--- src/rtl/rotary_decoder_if.sv ---
// Encoder pins and decoded event outputs of rotary_decoder.
// The master drives the raw encoder lines and the slave (the decoder) reports the decoded events.
interface rotary_decoder_if #(
  parameter int POS_WIDTH = 8
);
  logic                 rot_a;
  logic                 rot_b;
  logic                 rot_press;
  logic                 step;
  logic                 dir;
  logic [POS_WIDTH-1:0] position;
  logic                 press_pulse;

  modport master (
    output rot_a, rot_b, rot_press,
    input  step, dir, position, press_pulse
  );

  modport slave (
    input  rot_a, rot_b, rot_press,
    output step, dir, position, press_pulse
  );
endinterface

--- src/rtl/rotary_decoder.sv ---
// Quadrature rotary encoder decoder with push switch.
// Each input passes through a synchronizer and a debouncer; a detent is counted when a full 4-transition sequence returns to rest.
module rotary_decoder #(
  parameter int DEBOUNCE_CYCLES = 5000,
  parameter int POS_WIDTH       = 8
) (
  input logic             clk,
  input logic             rst,
  rotary_decoder_if.slave bus
);
  localparam int               CNT_W    = $clog2(DEBOUNCE_CYCLES);
  localparam logic [CNT_W-1:0] CNT_LAST = CNT_W'(DEBOUNCE_CYCLES - 1);
  // Bit order {press, b, a}; encoder rests at a=b=1, switch rests released.
  localparam logic [2:0]       IDLE_LVL = 3'b011;

  logic [2:0]           w_raw;
  logic [2:0]           r_sync_p0;
  logic [2:0]           r_sync_p1;
  logic [2:0]           r_deb_p2;
  logic [CNT_W-1:0]     r_cnt [3];

  logic [1:0]           w_pair;
  logic [1:0]           r_pair_prev;
  logic signed [1:0]    w_delta;
  logic signed [3:0]    w_delta4;
  logic signed [3:0]    w_acc_next;
  logic signed [3:0]    r_acc;
  logic                 w_illegal;
  logic                 w_enter_detent;

  logic                 r_step;
  logic                 r_dir;
  logic [POS_WIDTH-1:0] r_pos;
  logic                 r_press_prev;
  logic                 r_press_pulse;

  function automatic logic signed [1:0] quad_delta(input logic [1:0] prev, input logic [1:0] cur);
    case ({prev, cur})
      4'b11_10, 4'b10_00, 4'b00_01, 4'b01_11: quad_delta = 2'sd1;
      4'b10_11, 4'b00_10, 4'b01_00, 4'b11_01: quad_delta = -2'sd1;
      default:                                quad_delta = 2'sd0;
    endcase
  endfunction

  assign w_raw = {bus.rot_press, bus.rot_b, bus.rot_a};

  // Stage p0/p1: two-flop synchronizers; stage p2: per-input debounce
  always_ff @(posedge clk) begin
    if (rst) begin
      r_sync_p0 <= IDLE_LVL;
      r_sync_p1 <= IDLE_LVL;
      r_deb_p2  <= IDLE_LVL;
      for (int i = 0; i < 3; i++) r_cnt[i] <= '0;
    end else begin
      r_sync_p0 <= w_raw;
      r_sync_p1 <= r_sync_p0;
      for (int i = 0; i < 3; i++) begin
        if (r_sync_p1[i] == r_deb_p2[i]) begin
          r_cnt[i] <= '0;
        end else if (r_cnt[i] == CNT_LAST) begin
          r_deb_p2[i] <= r_sync_p1[i];
          r_cnt[i]    <= '0;
        end else begin
          r_cnt[i] <= r_cnt[i] + CNT_W'(1);
        end
      end
    end
  end

  assign w_pair         = r_deb_p2[1:0];
  assign w_delta        = quad_delta(r_pair_prev, w_pair);
  assign w_delta4       = w_delta;
  assign w_illegal      = ((r_pair_prev ^ w_pair) == 2'b11);
  assign w_acc_next     = w_illegal ? 4'sd0 : (r_acc + w_delta4);
  assign w_enter_detent = (w_pair == 2'b11) && (r_pair_prev != 2'b11);

  // Stage p3: quadrature accumulation, detent detection and press edge
  always_ff @(posedge clk) begin
    if (rst) begin
      r_pair_prev   <= 2'b11;
      r_acc         <= '0;
      r_step        <= 1'b0;
      r_dir         <= 1'b0;
      r_pos         <= '0;
      r_press_prev  <= 1'b0;
      r_press_pulse <= 1'b0;
    end else begin
      r_pair_prev   <= w_pair;
      r_step        <= 1'b0;
      r_press_prev  <= r_deb_p2[2];
      r_press_pulse <= r_deb_p2[2] & ~r_press_prev;
      if (w_enter_detent) begin
        // Only a complete one-way quarter sequence counts; anything else is dropped here.
        r_acc <= '0;
        if (w_acc_next == 4'sd4) begin
          r_step <= 1'b1;
          r_dir  <= 1'b1;
          r_pos  <= r_pos + POS_WIDTH'(1);
        end else if (w_acc_next == -4'sd4) begin
          r_step <= 1'b1;
          r_dir  <= 1'b0;
          r_pos  <= r_pos - POS_WIDTH'(1);
        end
      end else begin
        r_acc <= w_acc_next;
      end
    end
  end

  assign bus.step        = r_step;
  assign bus.dir         = r_dir;
  assign bus.position    = r_pos;
  assign bus.press_pulse = r_press_pulse;
endmodule

--- src/flat_wrapper.sv ---
// flat-port wrapper written by rule: the top's interface ports become plain ports
module rotary_decoder_flat 
#(
  parameter int DEBOUNCE_CYCLES = 5000,
  parameter int POS_WIDTH       = 8
)
  (clk, rst, bus_rot_a, bus_rot_b, bus_rot_press, bus_step, bus_dir, bus_position, bus_press_pulse);
  rotary_decoder_if #(.POS_WIDTH(POS_WIDTH)) bus_i ();
  input logic clk;
  input logic rst;
  input wire logic [$bits(bus_i.rot_a)-1:0] bus_rot_a;
  input wire logic [$bits(bus_i.rot_b)-1:0] bus_rot_b;
  input wire logic [$bits(bus_i.rot_press)-1:0] bus_rot_press;
  output wire logic [$bits(bus_i.step)-1:0] bus_step;
  output wire logic [$bits(bus_i.dir)-1:0] bus_dir;
  output wire logic [$bits(bus_i.position)-1:0] bus_position;
  output wire logic [$bits(bus_i.press_pulse)-1:0] bus_press_pulse;
  assign bus_i.rot_a = bus_rot_a;
  assign bus_i.rot_b = bus_rot_b;
  assign bus_i.rot_press = bus_rot_press;
  assign bus_step = bus_i.step;
  assign bus_dir = bus_i.dir;
  assign bus_position = bus_i.position;
  assign bus_press_pulse = bus_i.press_pulse;
  rotary_decoder #(.DEBOUNCE_CYCLES(DEBOUNCE_CYCLES), .POS_WIDTH(POS_WIDTH)) u_core (.clk(clk), .rst(rst), .bus(bus_i));
endmodule
--- config.mk ---
export PLATFORM = sky130hd
export DESIGN_NAME = rotary_decoder_flat
export DESIGN_NICKNAME = d
export VERILOG_FILES = /design/src/rtl/rotary_decoder_if.sv /design/src/rtl/rotary_decoder.sv /design/src/flat_wrapper.sv
export SDC_FILE = /design/constraint.sdc
export NUM_CORES = 1
export LEC_CHECK = 0
export CAP_MARGIN = 40
export CORE_MARGIN = 8
export CORE_UTILIZATION = 46
export DETAILED_ROUTE_END_ITERATION = 6
export SYNTH_ARGS = -nofsm -noshare
export SYNTH_HDL_FRONTEND = slang
export SYNTH_SLANG_ARGS = --single-unit
--- constraint.sdc ---
create_clock -name clk -period 11.2 [get_ports clk]
set_input_delay 2.24 -clock clk [delete_from_list [all_inputs] [get_ports clk]]
set_output_delay 2.24 -clock clk [all_outputs]
set_load 0.02 [all_outputs]
Yosys cells after proc, flatten, opt, wreduce, memory -nomap -nowiden
Memory sizes are Yosys's and may differ from the RTL's.
Cells that the tools add are included.
{"block": "totals", "reg_bits": 27, "latchBits": 0, "ramBits": 39, "romBits": 32, "output_inout_bits": 11, "wordCells": 106, "mem_count": 2}
{"block": "op_classes", "addsub": 6, "multipliers": 0, "n_div": 0, "order_cmp": 0, "n_eq_ne": 11, "n_shift": 0, "muxes": 51, "n_bitwise": 16, "n_reduce_logical": 8}
{"name": "u_core.r_cnt", "depth": 3, "width": 13, "read_ports": 3, "rd_clocked_by_memory_dff": 0, "write_ports": 3, "line_no": "rotary_decoder.sv:20", "source": "logic [CNT_W-1:0] r_cnt [3];"}
{"name": "(name not given)", "depth": 16, "width": 2, "read_ports": 1, "rd_clocked_by_memory_dff": 0, "write_ports": 0, "line_no": "rotary_decoder.sv:38", "source": "case ({prev, cur})"}
{"op": "$mux 13", "count": 9}
{"op": "$add 13x1->13 const B", "count": 3}
{"op": "$eq 13x13->1 const B", "count": 3}
{"op": "$mux 1", "count": 39}
{"op": "$mux 8", "count": 2}
{"op": "$or 1x1->1", "count": 9}
{"op": "$add 8x1->8 const B", "count": 1}
{"op": "$reduce_and 2->1", "count": 4}
{"op": "$sub 8x1->8 const B", "count": 1}
{"op": "$not 1->1", "count": 5}
{"op": "$add 4x2->4", "count": 1}
{"op": "$eq 2x2->1 const B", "count": 2}
{"op": "$eq 4x3->1 const B", "count": 1}
{"op": "$eq 4x4->1 const B", "count": 1}
{"op": "$mux 4", "count": 1}
{"op": "$reduce_or 2->1", "count": 2}
{"op": "$eq 1x1->1", "count": 3}
{"op": "$ne 2x2->1 const B", "count": 1}
{"op": "$reduce_bool 2->1", "count": 1}
{"op": "$xor 2x2->2", "count": 1}
{"op": "$and 1x1->1", "count": 1}
{"op": "$logic_and 1x1->1", "count": 1}

Logic depth before layout (Yosys ltp)
{"block": "depth", "depth_word": 7, "depth_mapped": 16}

Worst setup path after synthesis
No wires, ideal clock.
{"block": "synth_timing", "path_type": "flip-flop to flip-flop", "from": "register u_core.r_deb_p2[0]", "to": "register u_core.r_pos[7] (netlist: u_core.bus.position[7])", "arrival_time_ns": 3.918, "setup_slack_ns": 7.158, "path_stages_with_launch": 17, "n_path_buf": 0, "synth_period_minus_slack_ns": 4.042, "path_cell_list": "dfxtp_1 inv_1 ha_1 mux4_2 ha_1 a21o_1 a21oi_1 xnor3_1 nand2_2 nand4_1 ha_1 a21oi_1 o211ai_1 o31ai_1 and2b_1 mux2i_1 mux2_1"}
{"block": "synth_via", "elab_chain_len": 6}
{"item": "start, declared", "line_no": "rotary_decoder.sv:19", "source": "logic [2:0] r_deb_p2;"}
{"item": "start signal, assigned by index", "line_no": "rotary_decoder.sv:61", "source": "r_deb_p2[i] <= r_sync_p1[i];"}
{"item": "$mem_v2 16x2 / $xor 2x2->2 (equally long branches)"}
{"item": "$add 4x2->4 / $eq 2x2->1 (equally long branches)", "line_no": "rotary_decoder.sv:74, rotary_decoder.sv:73"}
{"item": "$mux 4", "line_no": "rotary_decoder.sv:74", "source": "assign w_acc_next = w_illegal ? 4'sd0 : (r_acc + w_delta4);"}
{"item": "$eq 4x3->1 / $eq 4x4->1 (equally long branches)", "line_no": "rotary_decoder.sv:99, rotary_decoder.sv:95"}
{"item": "$reduce_bool 2->1 (no source line)"}
{"item": "$reduce_and 2->1 (no source line)"}
{"item": "end signal, assigned", "line_no": "rotary_decoder.sv:98", "source": "r_pos <= r_pos + POS_WIDTH'(1);"}
{"item": "end signal, assigned", "line_no": "rotary_decoder.sv:102", "source": "r_pos <= r_pos - POS_WIDTH'(1);"}
{"item": "end, declared", "line_no": "rotary_decoder.sv:33", "source": "logic [POS_WIDTH-1:0] r_pos;"}
Several ways; a longest one is shown, not always the timed one.
A chain may end at the register's enable or synchronous reset.

Worst setup path in the final report
Same ends and word-level chain as after synthesis.

==> results.sh <==
export IMPL_p_leak_uw=0.00150
export IMPL_start_util=0.469
export IMPL_syn_area_um2=3370
export IMPL_setup_slack_ps=6810
export IMPL_wl_um=5130
export IMPL_maxCapViolCount=0
export IMPL_critPathMaxFanout=7
export IMPL_antenna_found_initial=0
export IMPL_rsz0062_at_grt="no"
export IMPL_gp_congestion=0.803
export IMPL_utilization=0.546
export IMPL_path_class="register to register"
export IMPL_firstDrtPassIters=4
export IMPL_io_buffers=15
export IMPL_synth_top_area_cell="edfxtp_1"
export IMPL_io_pins=16
export IMPL_drtIter0Drc=43
export IMPL_p_per_area_nw_per_um2=114
export IMPL_clk_pin_slew_ps=60
export IMPL_cts_sink_count=66
export IMPL_grt_pass1_vias=2213
export IMPL_finalSetupViolCount=0
export IMPL_tightestPinTransition_ps=606
export IMPL_clk_insertion_delay_late_ps=330
export IMPL_fp_dieW_um=102
export IMPL_clock_tree_buffer_depth=2
export IMPL_core_area_um2=7180
export IMPL_cts_resized=0
export IMPL_crit_top_cell="ha_1"
export IMPL_worstSetupStartpointType="register"
export IMPL_fin_tns_setup_ps=0
export IMPL_worst_ep_required_time_ps=11410
export IMPL_post_cts_buffers=0
export IMPL_vias=2208
export IMPL_dieArea_um2=10300
export IMPL_hold_viol=0
export IMPL_yosys_top_cells_count="62 x nor2_1, 39 x edfxtp_1, 27 x dfxtp_1"
export IMPL_die_h_um=102
export IMPL_drc=0
export IMPL_htree_levels=3
export IMPL_row_count=31
export IMPL_synth_cells=320
export IMPL_ys_warn_count=0
export IMPL_grt_max_degree=28
export IMPL_seq_area_frac_synth=0.509
export IMPL_synth_most_common_cell="nor2_1"
export IMPL_status="finished, final reports clean"
export IMPL_drive_above_1_share=0.0550
export IMPL_ir_drop_mv=0.0599
export IMPL_cts_tree="done"
export IMPL_synth_main_ff_cell="edfxtp_1"
export IMPL_syn2layout_area_growth_pct=16.4
export IMPL_dp_hpwl_um=3700
export IMPL_r2r_slack_ps=6810
export IMPL_period_minus_slack_ps=4390
export IMPL_crit_path_cell_trace="inv_1 > ha_1 > mux4_2 > ha_1 > a21o_1 > a21oi_1 > xnor3_1 > nand2_2 > nand4_1 > ha_1 > a21oi_1 > o211ai_1 > o31ai_1 > and2b_1 > mux2i_1 > mux2_1"
export IMPL_n_antenna_cell=0
export IMPL_yosysTopAreaCellShare=0.348
export IMPL_wire_per_inst_um=10.7
export IMPL_hold_buffers=0
export IMPL_ys_ff_latch=66
export IMPL_grt_pass1_wl_um=9410
export IMPL_cp_arrival_ps=4600
export IMPL_slowest_delay_ps=520
export IMPL_synth_edf_count=39
export IMPL_slew_headroom=0.596
export IMPL_ant_nets=0
export IMPL_cts_root_buf="clkbuf_8"
export IMPL_clock_skew_ps=11.4
export IMPL_avgViaCountPerCell=4.59
export IMPL_place_ws_ps=6800
export IMPL_syn_avg_cell_area_um2=10.5
export IMPL_overflow=0
export IMPL_worstSetupEndpointType="register"
export IMPL_synthTopCellsByArea="edfxtp_1 35%, dfxtp_1 16%, nor2_1 6.9%"
export IMPL_fmax_ghz=0.228
export IMPL_grt_usage=0.113
export IMPL_hold_class="register to register"
export IMPL_nets=400
export IMPL_post_synth_num_cell_types=45
export IMPL_fin_crit_sh=0.392
export IMPL_async_flop_share=0
export IMPL_numCtsBuffers=9
export IMPL_report_final_slew_viol_count=0
export IMPL_cp_slowest_cell="mux4_2"
-- where the power goes --
group          switching, uW  internal (uW)
clock                   83.0           77.5
combinational           8.77           7.43
sequential              6.36            264
total                   98.2            349
-- placed cells by master (no fill, tap or decap), types with 2 or more instances in the layout --
cell             count
a21o_1               2
clkinv_1             3
fa_1                 2
and4_1               2
a21oi_1              5
and2_1               2
or2_2                6
clkbuf_8             9
xnor2_1             22
nand2_1             19
nor3_1               4
o21bai_1             2
nand2b_1             2
nand4_1              7
inv_1               10
clkbuf_1             2
clkinv_2             2
mux2i_1              7
clkdlybuf4s50_1     15
and3_1               6
xor2_1              24
dfxtp_1             27
edfxtp_1            39
conb_1              39
o211ai_1             2
nand3_1             17
nor2_1              62
ha_1                16
nor2b_1              7
or3_1                2
-- cell type report --
class	count	area, um^2
fill	669	3260
tap	99	124
clock buffer	11	131
sequential	66	1710
timing repair buffer	16	165
multi-input combinational	274	1730
clock inverter	5	21.3
inverter	10	37.5
-- state kept, by name, indices dropped and copies added (netlist names), 2 cells and up --
register and cells:
u_core.bus.position 8, u_core.r_sync_p1 3, u_core.r_deb_p2 3, u_core.r_acc 4, u_core.r_cnt 39, u_core.r_sync_p0 3
u_core.r_pair_prev 2
-- through the flow --
stage | std cells | hold WS (ps) | area (um^2) | power (uW)
after global routing | 481 | 419 | 3920 | 466
after global placement | 464 | 372 | 3750 | 291
after floorplan | 358 | 367 | 3510 | 286
after detailed placement | 465 | 374 | 3760 | 292
final | 481 | 382 | 3920 | 447
after CTS | 481 | 383 | 3920 | 453
-- logic make-up (layout without fill, tap and decap cells) --
group / count (synthesis) / in the layout / share of synthesized area
compound gates: 17 / 17 / 0.0342
xor+xnor: 47 / 47 / 0.126
fa+ha+maj: 18 / 18 / 0.0714
buf+inv: 18 / 42 / 0.0208
flops: 66 / 66 / 0.509
mux: 9 / 9 / 0.0309
other cells: 1 / 39 / 0.00111
simple gates: 144 / 144 / 0.207
-- per-layer routing --
| layer | track usage | vias up | share of wire |
|---|---|---|---|
| li1 | - | 1169 | - |
| met1 | 0.142 | 1014 | 0.52 |
| met2 | 0.177 | 21 | 0.44 |
| met3 | 0.0316 | 4 | 0.031 |
| met4 | 0.0515 | 0 | 0.0090 |
| met5 | 0 | - | 0 |
-- critical path, delay by kind of cell, from the launching register on --
kind                       cells  cell delay [ps]
adders and majority gates      3              900
DFF                            1              470
buffers and inverters          1              100
xor gates and xnor gates       1              260
muxes                          3              980
AOI/OAI and AO/OA              5              920
and+or+nand+nor                3              640
-- worst paths after layout --
path                                         from                             endpoint  cells after the start
hold reg to reg    u_core.r_press_prev$_SDFF_PP0_    u_core.bus.press_pulse$_SDFF_PP0_                      1
setup reg to reg  u_core.r_deb_p2[0]$_SDFFE_PP1P_  u_core.bus.position[7]$_SDFFE_PP0P_                     16
hold / removal     u_core.r_press_prev$_SDFF_PP0_    u_core.bus.press_pulse$_SDFF_PP0_                      1
setup / recovery  u_core.r_deb_p2[0]$_SDFFE_PP1P_  u_core.bus.position[7]$_SDFFE_PP0P_                     16
Power figures use the tool's default switching activity.
